===== src/rtl/alu_sched_pkg.sv =====
// Shared types and constants for the ALU request scheduler.
package alu_sched_pkg;

  typedef enum logic [1:0] {IDLE, ISSUE, WAIT, RESP} state_e;

  localparam int unsigned CMD_MUL_INC = 9;
  localparam int unsigned CMD_MUL_SHL = 10;

  typedef struct packed {
    logic err;
    logic oflow;
    logic cout;
    logic g;
    logic l;
    logic e;
  } flags_t;

  // Bits needed to hold a latency value up to max_lat.
  function automatic int unsigned lat_cnt_w(input int unsigned max_lat);
    return (max_lat < 2) ? 1 : $clog2(max_lat + 1);
  endfunction

endpackage


===== src/rtl/alu_rr_arbiter.sv =====
// Combinational requester arbiter: round-robin from ptr by default,
// lowest-index fixed priority when ALU_SCHED_FIXED_PRI_EN is defined.
module alu_rr_arbiter
  import alu_sched_pkg::*;
#(
  parameter int unsigned NUM_REQ = 4,
  parameter int unsigned IDW     = $clog2(NUM_REQ)
) (
  input  logic [NUM_REQ-1:0] req,
`ifndef ALU_SCHED_FIXED_PRI_EN
  input  logic [IDW-1:0]     ptr,
`endif
  output logic [NUM_REQ-1:0] gnt_c,
  output logic [IDW-1:0]     gnt_idx_c,
  output logic               any_c
);

`ifdef ALU_SCHED_FIXED_PRI_EN
  always_comb begin
    gnt_idx_c = '0;
    for (int k = int'(NUM_REQ) - 1; k >= 0; k--) begin
      if (req[k]) gnt_idx_c = IDW'(k);
    end
  end
`else
  int unsigned idx;
  logic        found;

  // First valid requester at or after ptr, wrapping to 0.
  always_comb begin
    gnt_idx_c = '0;
    found     = 1'b0;
    idx       = 0;
    for (int unsigned k = 0; k < NUM_REQ; k++) begin
      idx = (32'(ptr) + k) % NUM_REQ;
      if (!found && req[idx]) begin
        found     = 1'b1;
        gnt_idx_c = IDW'(idx);
      end
    end
  end
`endif

  assign any_c = |req;
  assign gnt_c = any_c ? (NUM_REQ'(1) << gnt_idx_c) : '0;

endmodule


===== src/rtl/alu_req_scheduler.sv =====
// Shares one ALU among NUM_REQ requesters with a tagged response channel.
// Build option: define ALU_SCHED_FIXED_PRI_EN for fixed lowest-index priority.
module alu_req_scheduler
  import alu_sched_pkg::*;
#(
  parameter int unsigned WIDTH     = 8,
  parameter int unsigned CMD_WIDTH = 3,
  parameter int unsigned NUM_REQ   = 4,
  parameter int unsigned ALU_LAT   = 1,
  parameter int unsigned MUL_LAT   = 2
) (
  input  logic                             clk,
  input  logic                             RST,
  input  logic [NUM_REQ-1:0]               req_valid,
  output logic [NUM_REQ-1:0]               req_ready,
  input  logic [NUM_REQ-1:0]               req_mode,
  input  logic [NUM_REQ*(CMD_WIDTH+1)-1:0] req_cmd,
  input  logic [NUM_REQ*2-1:0]             req_inp_valid,
  input  logic [NUM_REQ*WIDTH-1:0]         req_opa,
  input  logic [NUM_REQ*WIDTH-1:0]         req_opb,
  input  logic [NUM_REQ-1:0]               req_cin,
  output logic                             alu_ce,
  output logic                             alu_mode,
  output logic                             alu_cin,
  output logic [CMD_WIDTH:0]               alu_cmd,
  output logic [1:0]                       alu_inp_valid,
  output logic [WIDTH-1:0]                 alu_opa,
  output logic [WIDTH-1:0]                 alu_opb,
  input  logic [WIDTH+1:0]                 alu_res,
  input  logic                             alu_err,
  input  logic                             alu_oflow,
  input  logic                             alu_cout,
  input  logic                             alu_g,
  input  logic                             alu_l,
  input  logic                             alu_e,
  output logic                             rsp_valid,
  input  logic                             rsp_ready,
  output logic [$clog2(NUM_REQ)-1:0]       rsp_id,
  output logic [WIDTH+1:0]                 rsp_res,
  output logic [5:0]                       rsp_flags
);

  localparam int unsigned CW  = CMD_WIDTH + 1;
  localparam int unsigned IDW = $clog2(NUM_REQ);
  localparam int unsigned LCW = lat_cnt_w((ALU_LAT > MUL_LAT) ? ALU_LAT : MUL_LAT);

  state_e             state_q, state_d;
  logic [LCW-1:0]     cnt_q, cnt_d;
  logic [NUM_REQ-1:0] req_ready_d;
  logic               alu_ce_d, alu_mode_d, alu_cin_d;
  logic [CW-1:0]      alu_cmd_d;
  logic [1:0]         alu_inp_valid_d;
  logic [WIDTH-1:0]   alu_opa_d, alu_opb_d;
  logic               rsp_valid_d;
  logic [IDW-1:0]     rsp_id_d;
  logic [WIDTH+1:0]   rsp_res_d;
  logic [5:0]         rsp_flags_d;
  logic [NUM_REQ-1:0] gnt_c;
  logic [IDW-1:0]     gnt_idx_c;
  logic               any_c;
  logic               is_mul_c;
  flags_t             cap_c;

  logic [CW-1:0]    cmd_a [NUM_REQ];
  logic [1:0]       iv_a  [NUM_REQ];
  logic [WIDTH-1:0] opa_a [NUM_REQ];
  logic [WIDTH-1:0] opb_a [NUM_REQ];

  for (genvar i = 0; i < NUM_REQ; i++) begin : g_unpack
    assign cmd_a[i] = req_cmd[i*CW +: CW];
    assign iv_a[i]  = req_inp_valid[i*2 +: 2];
    assign opa_a[i] = req_opa[i*WIDTH +: WIDTH];
    assign opb_a[i] = req_opb[i*WIDTH +: WIDTH];
  end

`ifndef ALU_SCHED_FIXED_PRI_EN
  logic [IDW-1:0] ptr_q, ptr_d;
`endif

  alu_rr_arbiter #(.NUM_REQ(NUM_REQ), .IDW(IDW)) u_arb (
    .req       (req_valid),
`ifndef ALU_SCHED_FIXED_PRI_EN
    .ptr       (ptr_q),
`endif
    .gnt_c     (gnt_c),
    .gnt_idx_c (gnt_idx_c),
    .any_c     (any_c)
  );

  assign is_mul_c = alu_mode && ((alu_cmd == CW'(CMD_MUL_INC)) || (alu_cmd == CW'(CMD_MUL_SHL)));
  assign cap_c    = {alu_err, alu_oflow, alu_cout, alu_g, alu_l, alu_e};

  // Next-state and next-output logic; the latched bundle lives in the alu_* registers.
  always_comb begin
    state_d         = state_q;
    cnt_d           = cnt_q;
    req_ready_d     = '0;
    alu_ce_d        = alu_ce;
    alu_mode_d      = alu_mode;
    alu_cin_d       = alu_cin;
    alu_cmd_d       = alu_cmd;
    alu_inp_valid_d = alu_inp_valid;
    alu_opa_d       = alu_opa;
    alu_opb_d       = alu_opb;
    rsp_valid_d     = rsp_valid;
    rsp_id_d        = rsp_id;
    rsp_res_d       = rsp_res;
    rsp_flags_d     = rsp_flags;
`ifndef ALU_SCHED_FIXED_PRI_EN
    ptr_d           = ptr_q;
`endif
    unique case (state_q)
      IDLE: begin
        if (any_c) begin
          req_ready_d     = gnt_c;
          alu_ce_d        = 1'b1;
          alu_mode_d      = req_mode[gnt_idx_c];
          alu_cin_d       = req_cin[gnt_idx_c];
          alu_cmd_d       = cmd_a[gnt_idx_c];
          alu_inp_valid_d = iv_a[gnt_idx_c];
          alu_opa_d       = opa_a[gnt_idx_c];
          alu_opb_d       = opb_a[gnt_idx_c];
          rsp_id_d        = gnt_idx_c;
`ifndef ALU_SCHED_FIXED_PRI_EN
          ptr_d           = (gnt_idx_c == IDW'(NUM_REQ - 1)) ? '0 : gnt_idx_c + IDW'(1);
`endif
          state_d         = ISSUE;
        end
      end
      ISSUE: begin
        cnt_d   = is_mul_c ? LCW'(MUL_LAT) : LCW'(ALU_LAT);
        state_d = WAIT;
      end
      WAIT: begin
        if (cnt_q <= LCW'(1)) begin
          rsp_valid_d     = 1'b1;
          rsp_res_d       = alu_res;
          rsp_flags_d     = cap_c;
          alu_ce_d        = 1'b0;
          alu_mode_d      = 1'b0;
          alu_cin_d       = 1'b0;
          alu_cmd_d       = '0;
          alu_inp_valid_d = '0;
          alu_opa_d       = '0;
          alu_opb_d       = '0;
          state_d         = RESP;
        end else begin
          cnt_d = cnt_q - LCW'(1);
        end
      end
      RESP: begin
        if (rsp_ready) begin
          rsp_valid_d = 1'b0;
          rsp_id_d    = '0;
          rsp_res_d   = '0;
          rsp_flags_d = '0;
          state_d     = IDLE;
        end
      end
      default: state_d = IDLE;
    endcase
  end

  always_ff @(posedge clk or negedge RST) begin
    if (!RST) begin
      state_q       <= IDLE;
      cnt_q         <= '0;
      req_ready     <= '0;
      alu_ce        <= 1'b0;
      alu_mode      <= 1'b0;
      alu_cin       <= 1'b0;
      alu_cmd       <= '0;
      alu_inp_valid <= '0;
      alu_opa       <= '0;
      alu_opb       <= '0;
      rsp_valid     <= 1'b0;
      rsp_id        <= '0;
      rsp_res       <= '0;
      rsp_flags     <= '0;
`ifndef ALU_SCHED_FIXED_PRI_EN
      ptr_q         <= '0;
`endif
    end else begin
      state_q       <= state_d;
      cnt_q         <= cnt_d;
      req_ready     <= req_ready_d;
      alu_ce        <= alu_ce_d;
      alu_mode      <= alu_mode_d;
      alu_cin       <= alu_cin_d;
      alu_cmd       <= alu_cmd_d;
      alu_inp_valid <= alu_inp_valid_d;
      alu_opa       <= alu_opa_d;
      alu_opb       <= alu_opb_d;
      rsp_valid     <= rsp_valid_d;
      rsp_id        <= rsp_id_d;
      rsp_res       <= rsp_res_d;
      rsp_flags     <= rsp_flags_d;
`ifndef ALU_SCHED_FIXED_PRI_EN
      ptr_q         <= ptr_d;
`endif
    end
  end

endmodule


===== config.mk =====
export PLATFORM = sky130hd
export DESIGN_NAME = alu_req_scheduler
export DESIGN_NICKNAME = d
export VERILOG_FILES = /design/src/rtl/alu_sched_pkg.sv /design/src/rtl/alu_rr_arbiter.sv /design/src/rtl/alu_req_scheduler.sv
export SDC_FILE = /design/constraint.sdc
export NUM_CORES = 1
export LEC_CHECK = 0
export ABC_AREA = 1
export ABC_CLOCK_PERIOD_IN_PS = 3790
export BUFFER_PORTS_ARGS = -buffer_cell sky130_fd_sc_hd__buf_2
export CAP_MARGIN = 30
export CORE_MARGIN = 1.5
export CORE_UTILIZATION = 40
export DETAILED_ROUTE_END_ITERATION = 16
export PLACE_DENSITY = 0.73
export SYNTH_ARGS = -nofsm -noshare
export SYNTH_HDL_FRONTEND = slang
export SYNTH_SLANG_ARGS = --single-unit

===== constraint.sdc =====
create_clock -name clk -period 3.79 [get_ports clk]
set_clock_uncertainty 0.1 [all_clocks]
set_input_delay 0.379 -clock clk [delete_from_list [all_inputs] [get_ports clk]]
set_output_delay 0.379 -clock clk [all_outputs]
set_load 0.05 [all_outputs]

==> metrics, run 1 <==
top cells by area in the synthesized netlist=dfrtp_1 (41%), nand2_1 (19%), nand3_1 (19%); Max Slew Vio Count=0; initial DRC count=160; critical path arrival=just under 3 ns; row cnt=32; HPWL after DPL=~7300 um; post-CTS setup buffers=0; largest net degree at the start of global routing=39; drt total wl=slightly below 10,000 um; worst slew pin tran=0.820 ns; Pleak=between 2 and 2.5 nW; setup violators final=0; Synth Instances=roughly 460; Crit path top cell by count=nand2_1; sequential cell area=about 1400 sq um; vias in the first global route=3,286; core footprint=slightly below 8000 sq um; Clock Path Buffers=2; Initial Util=about two fifths; post-CTS resize count=0; crit start category=flip-flop; clk slew on worst S/H paths=roughly 0.11 ns; clk_lat worst skew=~0.31 ns; CTS hold repair buffers=1; total clock sinks=54; gr ovfl total=0; yosys warns=0; vias per cell=just over 5; WP buf/inv=2; commonest non-fill, non-tap cell in the layout=nand2_1; pre-CTS setup slack=0.985 ns; number of antenna violations at the first check in global routing=2; achievable frequency=roughly 0.36 GHz; Area growth, synth to finish=29.7%; library cells used by synthesis=29; layout cell share with drive strength beyond 1=roughly 32%; final worst setup slack=about 0.99 ns; Via Count=3,679; Placer Congestion=between 0.8 and 0.9; 1st-pass router iterations=4; Final #Nets=around 740; root buffer cell=clkbuf_8; VDD IR max=0.394 mV; post-route DRC violation count=0; Yosys reg bits=54; CTS tree=done; Yosys top cell by area=dfrtp_1; Mapped Nets=584; routed len/inst=approximately 14 um; Post-DRT Antenna Nets=0; critical path required time=a little under 4 ns; crit path cell chain=inv_4 > nand2_1 > nand3_1 > nand2_1 > nor2_4 > nand4_2 > nand2_1 > buf_4 > ha_1 > nand2_1 > o21ai_0; setup TNS=0 ns; Setup CP Type=reg2reg; first-pass GRT wire length=approximately 15,000 um; crit path capture type=flip-flop; CTS Buf Count=5; Die X=93.3 um; Final period util=between 70% and 80%; minimum clock period=between 2 and 3 ns; sequential area share after synthesis=between 40 and 50%; HP Class=in2reg; slowest CP cell=dfrtp_1; htree depth=2; Max-cap violations=0; final hold violations=0; Filler Cells Inserted=between 700 and 800; worst-path maximum fanout=26; status=finished, final reports clean; IO Port Bufs=roughly 170; All-Layer GR Usage=approximately 22%; most frequent cells in the layout=nand2_1 (167), buf_2 (166), nand3_1 (123); Slew HR=between 40% and 50%; area of the multi-input gates=between 1500 and 2000 sq um; Ports=approximately 170; Synth top area share=41.4%; Avg Synthesized Cell Area=about 7.1 sq um; design area=~4200 sq um; synthesized area=3260 sq um; placed instance area=4110 sq um; RSZ-0062 raised after global routing=false; Largest stage delay, worst path=0.50 ns; pwr/cell area=between 1000 and 1500 nW/um^2; Die Y=93.3 um; Final Util=around 54%; delay-heaviest family, CP=simple AND/OR/NAND/NOR gates; die area=just under 9000 sq um
## layout make-up
cell class | instances | area share (%)
inverters | 19 | 1.75
clock inverters | 3 | 0.562
flip-flops and latches | 54 | 32.0
well taps | 102 | 3.02
clock buffers | 5 | 1.63
repair buffers | 174 | 21.3
diodes | 1 | 0.0592
multi-input cells | 356 | 39.7
## worst reg2reg max path, stage by stage, from the launching register on
cell,delay (ns)
dfrtp_1,0.50
inv_4,0.15
nand2_1,0.08
nand3_1,0.10
nand2_1,0.12
nor2_4,0.16
nand4_2,0.50
nand2_1,0.27
buf_4,0.30
ha_1,0.29
nand2_1,0.06
o21ai_0,0.07
## final timing paths
path	startpoint	endpoint	slack [ns]	cells after the start
max	ptr_q[0]	ptr_q[1]	0.99	11
min	alu_res[7]	rsp_res[7]	0.22	3
max reg2reg	ptr_q[0]	ptr_q[1]	0.99	11
min reg2reg	alu_inp_valid[1]	alu_inp_valid[1]	0.39	2
max in group asynchronous	RST	alu_opb[4]	2.35	3
min in group asynchronous	RST	state_q[0]	0.41	2
## through the flow
step           cells  hold WS (ns)  power [mW]
5_1_grt          713         0.230        4.92
3_3_place_gp     703         0.220        4.10
2_1_floorplan    459       -0.0166        3.54
4_1_cts          712         0.218        4.50
6_report         714         0.223        4.50
3_5_place_dp     703         0.232        4.15
## cell families after synthesis
group / share of synthesized area, %
simple gates: 42.0
xor+xnor: 0.269
fa+ha+maj: 2.30
buf+inv: 7.25
flops: 41.4
compound gates: 6.72
## where the power goes
group	leakage, nW	total, mW	internal [mW]	switching, mW
combinational	1.66	3.21	0.894	2.32
clock	0.0408	0.341	0.133	0.208
sequential	0.697	0.952	0.812	0.140
## synthesized netlist by cell type
| cell | count |
|---|---|
| inv_4 | 1 |
| inv_1 | 16 |
| a21oi_1 | 2 |
| dfrtp_1 | 54 |
| and2_1 | 1 |
| buf_6 | 2 |
| nand3b_1 | 1 |
| buf_2 | 10 |
| nor2_1 | 7 |
| nand3b_2 | 1 |
| o21ai_0 | 31 |
| nor3_1 | 2 |
| a31oi_1 | 1 |
| ha_1 | 6 |
| nand2_1 | 167 |
| o21ai_2 | 1 |
| nor4_1 | 1 |
| or2_2 | 1 |
| nand3_1 | 123 |
| inv_2 | 2 |
| xnor2_1 | 1 |
| o21a_1 | 1 |
| o21ai_1 | 2 |
| nand2_2 | 3 |
| o211ai_4 | 1 |
| clkbuf_1 | 12 |
| nand4_2 | 1 |
| buf_4 | 6 |
| nor2_4 | 2 |
## registers in the layout, summed over array words and instances (netlist names), 2 cells and up
name           flops
alu_inp_valid      2
alu_cmd            4
cnt_q              2
rsp_res           10
rsp_id             2
state_q            2
alu_opb            8
rsp_flags          6
ptr_q              2
alu_opa            8
req_ready          4
## routing by layer
| metal | part of all wire [%] | GRT usage (%) | vias up |
|---|---|---|---|
| met1 | 44 | 29.1 | 1697 |
| met3 | 7.7 | 5.12 | 13 |
| met2 | 48 | 37.3 | 152 |
| met4 | 1.0 | 5.18 | 2 |
| li1 | - | - | 1815 |
| met5 | 0.13 | 0 | - |
Note: power is estimated with default switching activity, not from simulation.
==> run 2, diff against run 1 <==
--- a/config.mk
+++ b/config.mk
@@ -5,14 +5,14 @@
 export SDC_FILE = /design/constraint.sdc
 export NUM_CORES = 1
 export LEC_CHECK = 0
-export ABC_AREA = 1
-export ABC_CLOCK_PERIOD_IN_PS = 3790
+export ABC_AREA = 0
+export ABC_CLOCK_PERIOD_IN_PS = 2400
 export BUFFER_PORTS_ARGS = -buffer_cell sky130_fd_sc_hd__buf_2
 export CAP_MARGIN = 30
 export CORE_MARGIN = 1.5
 export CORE_UTILIZATION = 40
 export DETAILED_ROUTE_END_ITERATION = 16
-export PLACE_DENSITY = 0.73
+export PLACE_DENSITY = 0.75
 export SYNTH_ARGS = -nofsm -noshare
 export SYNTH_HDL_FRONTEND = slang
 export SYNTH_SLANG_ARGS = --single-unit
==> constraint.sdc (replaced) <==
create_clock -name clk -period 2.4 [get_ports clk]
set_clock_uncertainty 0.1 [all_clocks]
set_input_delay 0.24 -clock clk [delete_from_list [all_inputs] [get_ports clk]]
set_output_delay 0.24 -clock clk [all_outputs]
set_load 0.05 [all_outputs]
==> metrics, run 2 <==
R2R depth=5 (-6); largest net degree at the start of global routing=35 (-10%); CTS Buf Count=5 (unchanged); 1st-pass router iterations=4 (unchanged); root buffer cell=clkbuf_8; Post-DRT Antenna Nets=0 (unchanged); crit path cell chain=ha_1 > nor2b_1 > a21oi_1 > o21ai_4 > o21ai_0; sequential area share after synthesis=39.6% (-1.8 points); critical path required time=2.46 ns (-1.42 ns); Final #Nets=634 (-14%); Die Y=95.3 um (+2.2%); first-pass GRT wire length=15,000 um (-2.9%); Pleak=2.30 nW (-3.8%); WHS=0.0722 ns (-0.151 ns); Synth Area in Compound Gates=26.2% (+20 points); Placed Cells=606 (-14%); Placer Congestion=0.797 (-8.7%); HPWL after DPL=7260 um (-0.53%); gr ovfl total=0 (unchanged); count leader, synth=dfrtp_1; initial DRC count=137 (-14%); library cells used by synthesis=36 (+24%); Die X=95.3 um (+2.2%); CTS tree=done; simple-gate share of the synthesized area=17.1% (-25 points); Logic pwr share=64.3% (-7.0 points); clk slew on worst S/H paths=0.11 ns (about the same); setup TNS=0 ns (unchanged); RSZ-0062 raised after global routing=false; htree depth=2 (unchanged); crit path capture type=flip-flop; Switch Pwr=3.05 mW (+14%); core footprint=8220 sq um (+5.2%); Seq pwr share=26.2% (+5.1 points); Ports=167 (unchanged); layout cell share with drive strength beyond 1=43.3% (+11 points); pwr/cell area=1270 nW/um^2 (+19%); vias per cell=5.50 (+6.8%); mux contribution to synthesized area=8.26% (+8.3 points); Yosys top cell by area=dfrtp_1; total clock sinks=54 (unchanged); largest family of logic cells by synthesized area=compound AO/OA/AOI/OAI gates; HP Class=in2reg; setup violators final=0 (unchanged); cell depth of the worst hold path=3 (unchanged); Initial Util=41.5% (-0.28 points); Regs by FF count=rsp_res x10, alu_opa x8, alu_opb x8; synthesized area=3410 sq um (+4.5%); Clock Path Buffers=2 (unchanged); Async SR Flop Fraction=100% (unchanged); final hold violations=0 (unchanged); # diodes=0 (-1); Mapped Nets=476 (-18%); Max-cap violations=0 (unchanged); minimum clock period=2.08 ns (-0.717 ns); Final period util=86.6% (+13 points); Largest register FFs=10 (unchanged); Final Util=54.4% (+0.27 points); drt total wl=9860 um (-0.34%); Finished Layout Cells=615 (-14%); vias in the first global route=3,247 (-1.2%); worst-path maximum fanout=34 (+31%); row cnt=33 (+3.1%); routed len/inst=16.0 um (+16%); Synth Instances=351 (-24%); Area growth, synth to finish=31.2%; number of antenna violations at the first check in global routing=0 (-2); slowest CP cell=ha_1; Setup CP Type=reg2reg; Post-synth EDFFs=0 (unchanged); Avg Synthesized Cell Area=9.71 sq um (+37%); clk_lat worst skew=0.31 ns (about the same); Overall Power=5.67 mW (+26%); Clk network pwr share=9.5% (+1.9 points); most frequent cells in the layout=buf_2 (166), dfrtp_1 (54), nand2_1 (50); Via Count=3,385 (-8.0%); synth cell count leaders=dfrtp_1 (54), nand2_1 (50), mux2i_1 (27); crit start category=flip-flop; Synth top area share=39.6% (-1.8 points); most flop-heavy register=rsp_res; status=finished, final reports clean; die area=9080 sq um (+4.4%); achievable frequency=0.481 GHz (+35%); adder-cell share of the synthesized area=2.20% (-0.10 points); All-Layer GR Usage=21.2% (-1.1 points); worst slew pin tran=0.662 ns (-0.159 ns); IO Port Bufs=166 (unchanged); critical path arrival=2.14 ns (-0.75 ns); Main synth FF type=dfrtp_1; post-route DRC violation count=0 (unchanged); Slew HR=55.7% (+11 points); Post-Synth XOR/XNOR Area=0.514% (+0.25 points); VDD IR max=0.512 mV (+30%); yosys warns=0 (unchanged); Yosys reg bits=54 (unchanged); P_int=2.63 mW (+43%); Largest stage delay, worst path=0.55 ns (+0.05 ns); Max Slew Vio Count=0 (unchanged); commonest non-fill, non-tap cell in the layout=buf_2; Sw Share=53.7% (-5.5 points); top cells by area in the synthesized netlist=dfrtp_1 (40%), mux2i_1 (7.9%), o211ai_2 (7.3%)
==> run 2: cell types whose count changed in the layout (fill, tap and decap cells not counted), sizes merged, moves of 11 or more <==
cell    previous run  this run
nand3            123         0
nand2            170        50
mux2i              0        27
a211o              0        24
nand4              1        25
o211ai             1        25
o31ai              0        24
nand2b             0        18
inv               20         8
buf              173       184
==> run 2: logic make-up after synthesis <==
family,after synthesis
AO/OA/AOI/OAI,111
AND/OR/NAND/NOR,109
flip-flops,54
buffers and inverters,41
multiplexers,28
adder cells (fa/ha/maj),6
XOR/XNOR,2
==> run 2: timing repair <==
item | 4_1_cts | 5_1_grt
hold endpoints to repair | 24 | 0
setup endpoints to repair | 0 | 9
buffers inserted | 0 | 0
resized for setup | 0 | 1
hold buffers | 1 | 0
==> run 2: area by class of cell <==
class                           instances  area (sq um)
Inverter                                7          26.3
Clock buffer                            5          68.8
Sequential cell                        54          1350
Clock inverter                          3          25.0
Fill cell                             756          3740
Multi-Input combinational cell        256          1870
Tap cell                              105           131
Timing Repair Buffer                  185          1000
==> run 2: power groups by stage <==
stage | clock network [mW] | logic [mW] | registers (mW)
finish | 0.537 | 3.65 | 1.49
global route | 0.583 | 3.93 | 1.53
CTS | 0.552 | 3.65 | 1.49
detailed placement | 0 | 3.65 | 1.50
global placement | 0 | 3.55 | 1.49
floorplan | 0 | 1.74 | 2.50
==> run 2: layer usage <==
layer  part of all wire [%]  global-route usage [%]  wire [um]
met1                     43                    26.4       4270
met2                     47                    35.7       4680
met4                    1.8                    7.59        176
met3                    7.5                    4.86        737
met5                      0                       0          0
==> run 2: critical path: cells and delay by family (launching register included) <==
kind                     cells  cell delay (ns)
adder cells (fa/ha/maj)      1             0.55
AO/OA/AOI/OAI                3             0.62
AND/OR/NAND/NOR              1             0.26
flip-flops                   1             0.39
==> run 2: worst paths after layout <==
check / end / slack, ns / startpoint
setup / recovery: rsp_res[8] / 0.32 / state_q[0]
min in group asynchronous: rsp_res[8] / 0.37 / RST
hold reg to reg: rsp_res[2] / 0.38 / rsp_res[2]
max in group asynchronous: alu_opa[2] / 1.17 / RST
setup reg to reg: rsp_res[8] / 0.32 / state_q[0]
hold / removal: rsp_res[7] / 0.07 / alu_res[7]
==> run 2: stage by stage <==
step / setup WS, ns / area, sq um
6_report: 0.322 / 4470
5_1_grt: 0.140 / 4470
4_1_cts: 0.119 / 4460
3_5_place_dp: 0.143 / 4360
3_3_place_gp: 0.305 / 4360
2_1_floorplan: 0.426 / 3410
==> run 3, diff against run 2 <==
--- a/config.mk
+++ b/config.mk
@@ -7,7 +7,7 @@
 export LEC_CHECK = 0
 export ABC_AREA = 0
 export ABC_CLOCK_PERIOD_IN_PS = 2400
-export BUFFER_PORTS_ARGS = -buffer_cell sky130_fd_sc_hd__buf_2
+export BUFFER_PORTS_ARGS = -buffer_cell sky130_fd_sc_hd__buf_4
 export CAP_MARGIN = 30
 export CORE_MARGIN = 1.5
 export CORE_UTILIZATION = 40
@@ -16,3 +16,4 @@
 export SYNTH_ARGS = -nofsm -noshare
 export SYNTH_HDL_FRONTEND = slang
 export SYNTH_SLANG_ARGS = --single-unit
+export TNS_END_PERCENT = 20
==> metrics, run 3 (same netlist as run 2, synthesis figures left out) <==
status=finished, final reports clean; most flop-heavy register=rsp_res; Sw Share=49.7% (-4.0 points); RSZ-0062 raised after global routing=false; # diodes=0 (unchanged); CTS hold repair buffers=1 (unchanged); R2R depth=6 (+1); GR Util met2=38.8% (+3.1 points); most frequent cells in the layout=buf_4 (180), dfrtp_1 (54), nand2_1 (50); R2R setup slack=0.32 ns (about the same); Clk network pwr share=12.3% (+2.8 points); crit path capture type=flip-flop; clk_lat worst skew=0.31 ns (about the same); Pleak=2.44 nW (+5.8%); Setup CP Type=reg2reg; Largest register FFs=10 (unchanged); P_int=3.10 mW (+18%); commonest non-fill, non-tap cell in the layout=buf_4; drt total wl=10,300 um (+4.4%); Setup crit end=ptr_q[1]; first-pass GRT wire length=15,900 um (+6.2%); minimum clock period=2.08 ns (+0.00537 ns); Die X=95.3 um (unchanged); total clock sinks=54 (unchanged); clk slew on worst S/H paths=0.10 ns (about the same); vias per cell=5.49 (-0.30%); Clock Path Buffers=2 (unchanged); Setup crit start=ptr_q[1]; IO Port Bufs=166 (unchanged); Largest stage delay, worst path=0.49 ns (-0.06 ns); Post-DRT Antenna Nets=0 (unchanged); row cnt=33 (unchanged); die area=9080 sq um (unchanged); worst-path maximum fanout=15 (-56%); Switch Pwr=3.06 mW (+0.32%); post-CTS resize count=0 (unchanged); layer with the highest usage=met2; crit start category=flip-flop; routed len/inst=16.8 um (+4.8%); area of the multi-input gates=1860 sq um (-0.40%); slowest CP cell=dfrtp_1; 1st-pass router iterations=4 (unchanged); Final Util=59.7% (+5.3 points); setup TNS=0 ns (unchanged); pwr/cell area=1250 nW/um^2 (-1.2%); All-Layer GR Usage=22.6% (+1.4 points); vias in the first global route=3,397 (+4.6%); Slew HR=53.9% (-1.8 points); critical path arrival=2.19 ns (+0.05 ns); Logic pwr share=63.2% (-1.1 points); initial DRC count=174 (+27%); Placer Congestion=0.868 (+8.9%); root buffer cell=clkbuf_8; CTS Buf Count=5 (unchanged); gr ovfl total=0 (unchanged); Die Y=95.3 um (unchanged); Area growth, synth to finish=44.0%; GR Layer Usage met1=28.5% (+2.0 points); Via Count=3,364 (-0.62%); post-CTS setup buffers=0 (unchanged); worst slew pin tran=0.691 ns (+0.0297 ns); htree depth=2 (unchanged); layout cell share with drive strength beyond 1=43.1% (-0.22 points); final hold violations=0 (unchanged); critical path required time=2.51 ns (+0.05 ns); post-route DRC violation count=0 (unchanged); CTS tree=done; HPWL after DPL=7330 um (+1.0%); Ports=167 (unchanged); VDD IR max=0.507 mV (-0.85%); Regs by FF count=rsp_res x10, alu_opa x8, alu_opb x8; Initial Util=41.5% (unchanged); achievable frequency=0.480 GHz (-0.26%); setup violators final=0 (unchanged); sequential cell area=1350 sq um (unchanged); number of antenna violations at the first check in global routing=0 (unchanged); Filler Cells Inserted=708 (-6.3%); Final period util=86.8% (+0.22 points); Final #Nets=632 (-0.32%); GR Layer Usage met3=4.86% (unchanged); worst r2r src=ptr_q[1]; HP Class=in2reg; crit path cell chain=mux2i_1 > nor2_4 > nor3_4 > buf_4 > ha_1 > mux2_2; Seq pwr share=24.4% (-1.8 points); largest net degree at the start of global routing=55 (+57%); core footprint=8220 sq um (unchanged); Max-cap violations=0 (unchanged); Max Slew Vio Count=0 (unchanged); Critical R2R Capture=ptr_q[1]
## run 3: changes by cell type in the layout (fill, tap and decap cells not counted), sizes merged
cell,change
buf,-2
bufinv,+2
clkbuf,+1
clkinv,-1
clkinvlp,-1
inv,-1
## run 3: critical path: cells and delay by family (launching register included)
| family | cells | cell delay, ns |
|---|---|---|
| fa+ha+maj | 1 | 0.27 |
| buf+inv | 1 | 0.28 |
| flops | 1 | 0.49 |
| mux | 2 | 0.60 |
| simple gates | 2 | 0.24 |
## run 3: per-stage QoR
step	cell area [sq um]	hold WS [ns]	setup WS, ns	total power [mW]	cells
finish	4910	0.0902	0.317	6.15	613
global route	4910	0.0915	0.161	6.55	613
CTS	4890	0.0772	0.221	6.15	612
detailed placement	4740	0.237	0.239	5.38	603
global placement	4740	0.233	0.383	5.28	603
floorplan	3410	-0.156	0.426	4.24	351
## run 3: worst min-delay path by stage
stage | from | end | slack, ns | cells after the start
final | alu_res[4] | rsp_res[4] | 0.09 | 3
after global routing | alu_res[4] | rsp_res[4] | 0.09 | 3
after CTS | alu_res[4] | rsp_res[4] | 0.08 | 3
after detailed placement | RST | rsp_res[9] | 0.24 | 1
after global placement | RST | cnt_q[1] | 0.23 | 1
after floorplan | RST | alu_ce | -0.16 | 0
## run 3: area by class of cell
class / count / area share (%)
repair buffers: 183 / 28.4
clock buffers: 6 / 1.68
well taps: 105 / 2.68
flip-flops and latches: 54 / 27.5
clock inverters: 2 / 1.22
multi-input cells: 256 / 37.9
inverters: 7 / 0.535
## run 3: power groups by stage
stage | Clock (mW) | Sequential (mW) | Combinational (mW)
after floorplan | 0 | 2.50 | 1.74
after global placement | 0 | 1.51 | 3.77
after detailed placement | 0 | 1.52 | 3.86
after CTS | 0.773 | 1.51 | 3.87
after global routing | 0.802 | 1.55 | 4.20
final | 0.757 | 1.50 | 3.89
## run 3: per-layer routing
layer,vias up,share of wire [%],routed length [um]
li1,1613,-,-
met1,1576,40,4100
met2,166,50,5190
met5,-,0,0
met4,0,0.94,97
met3,9,8.9,916
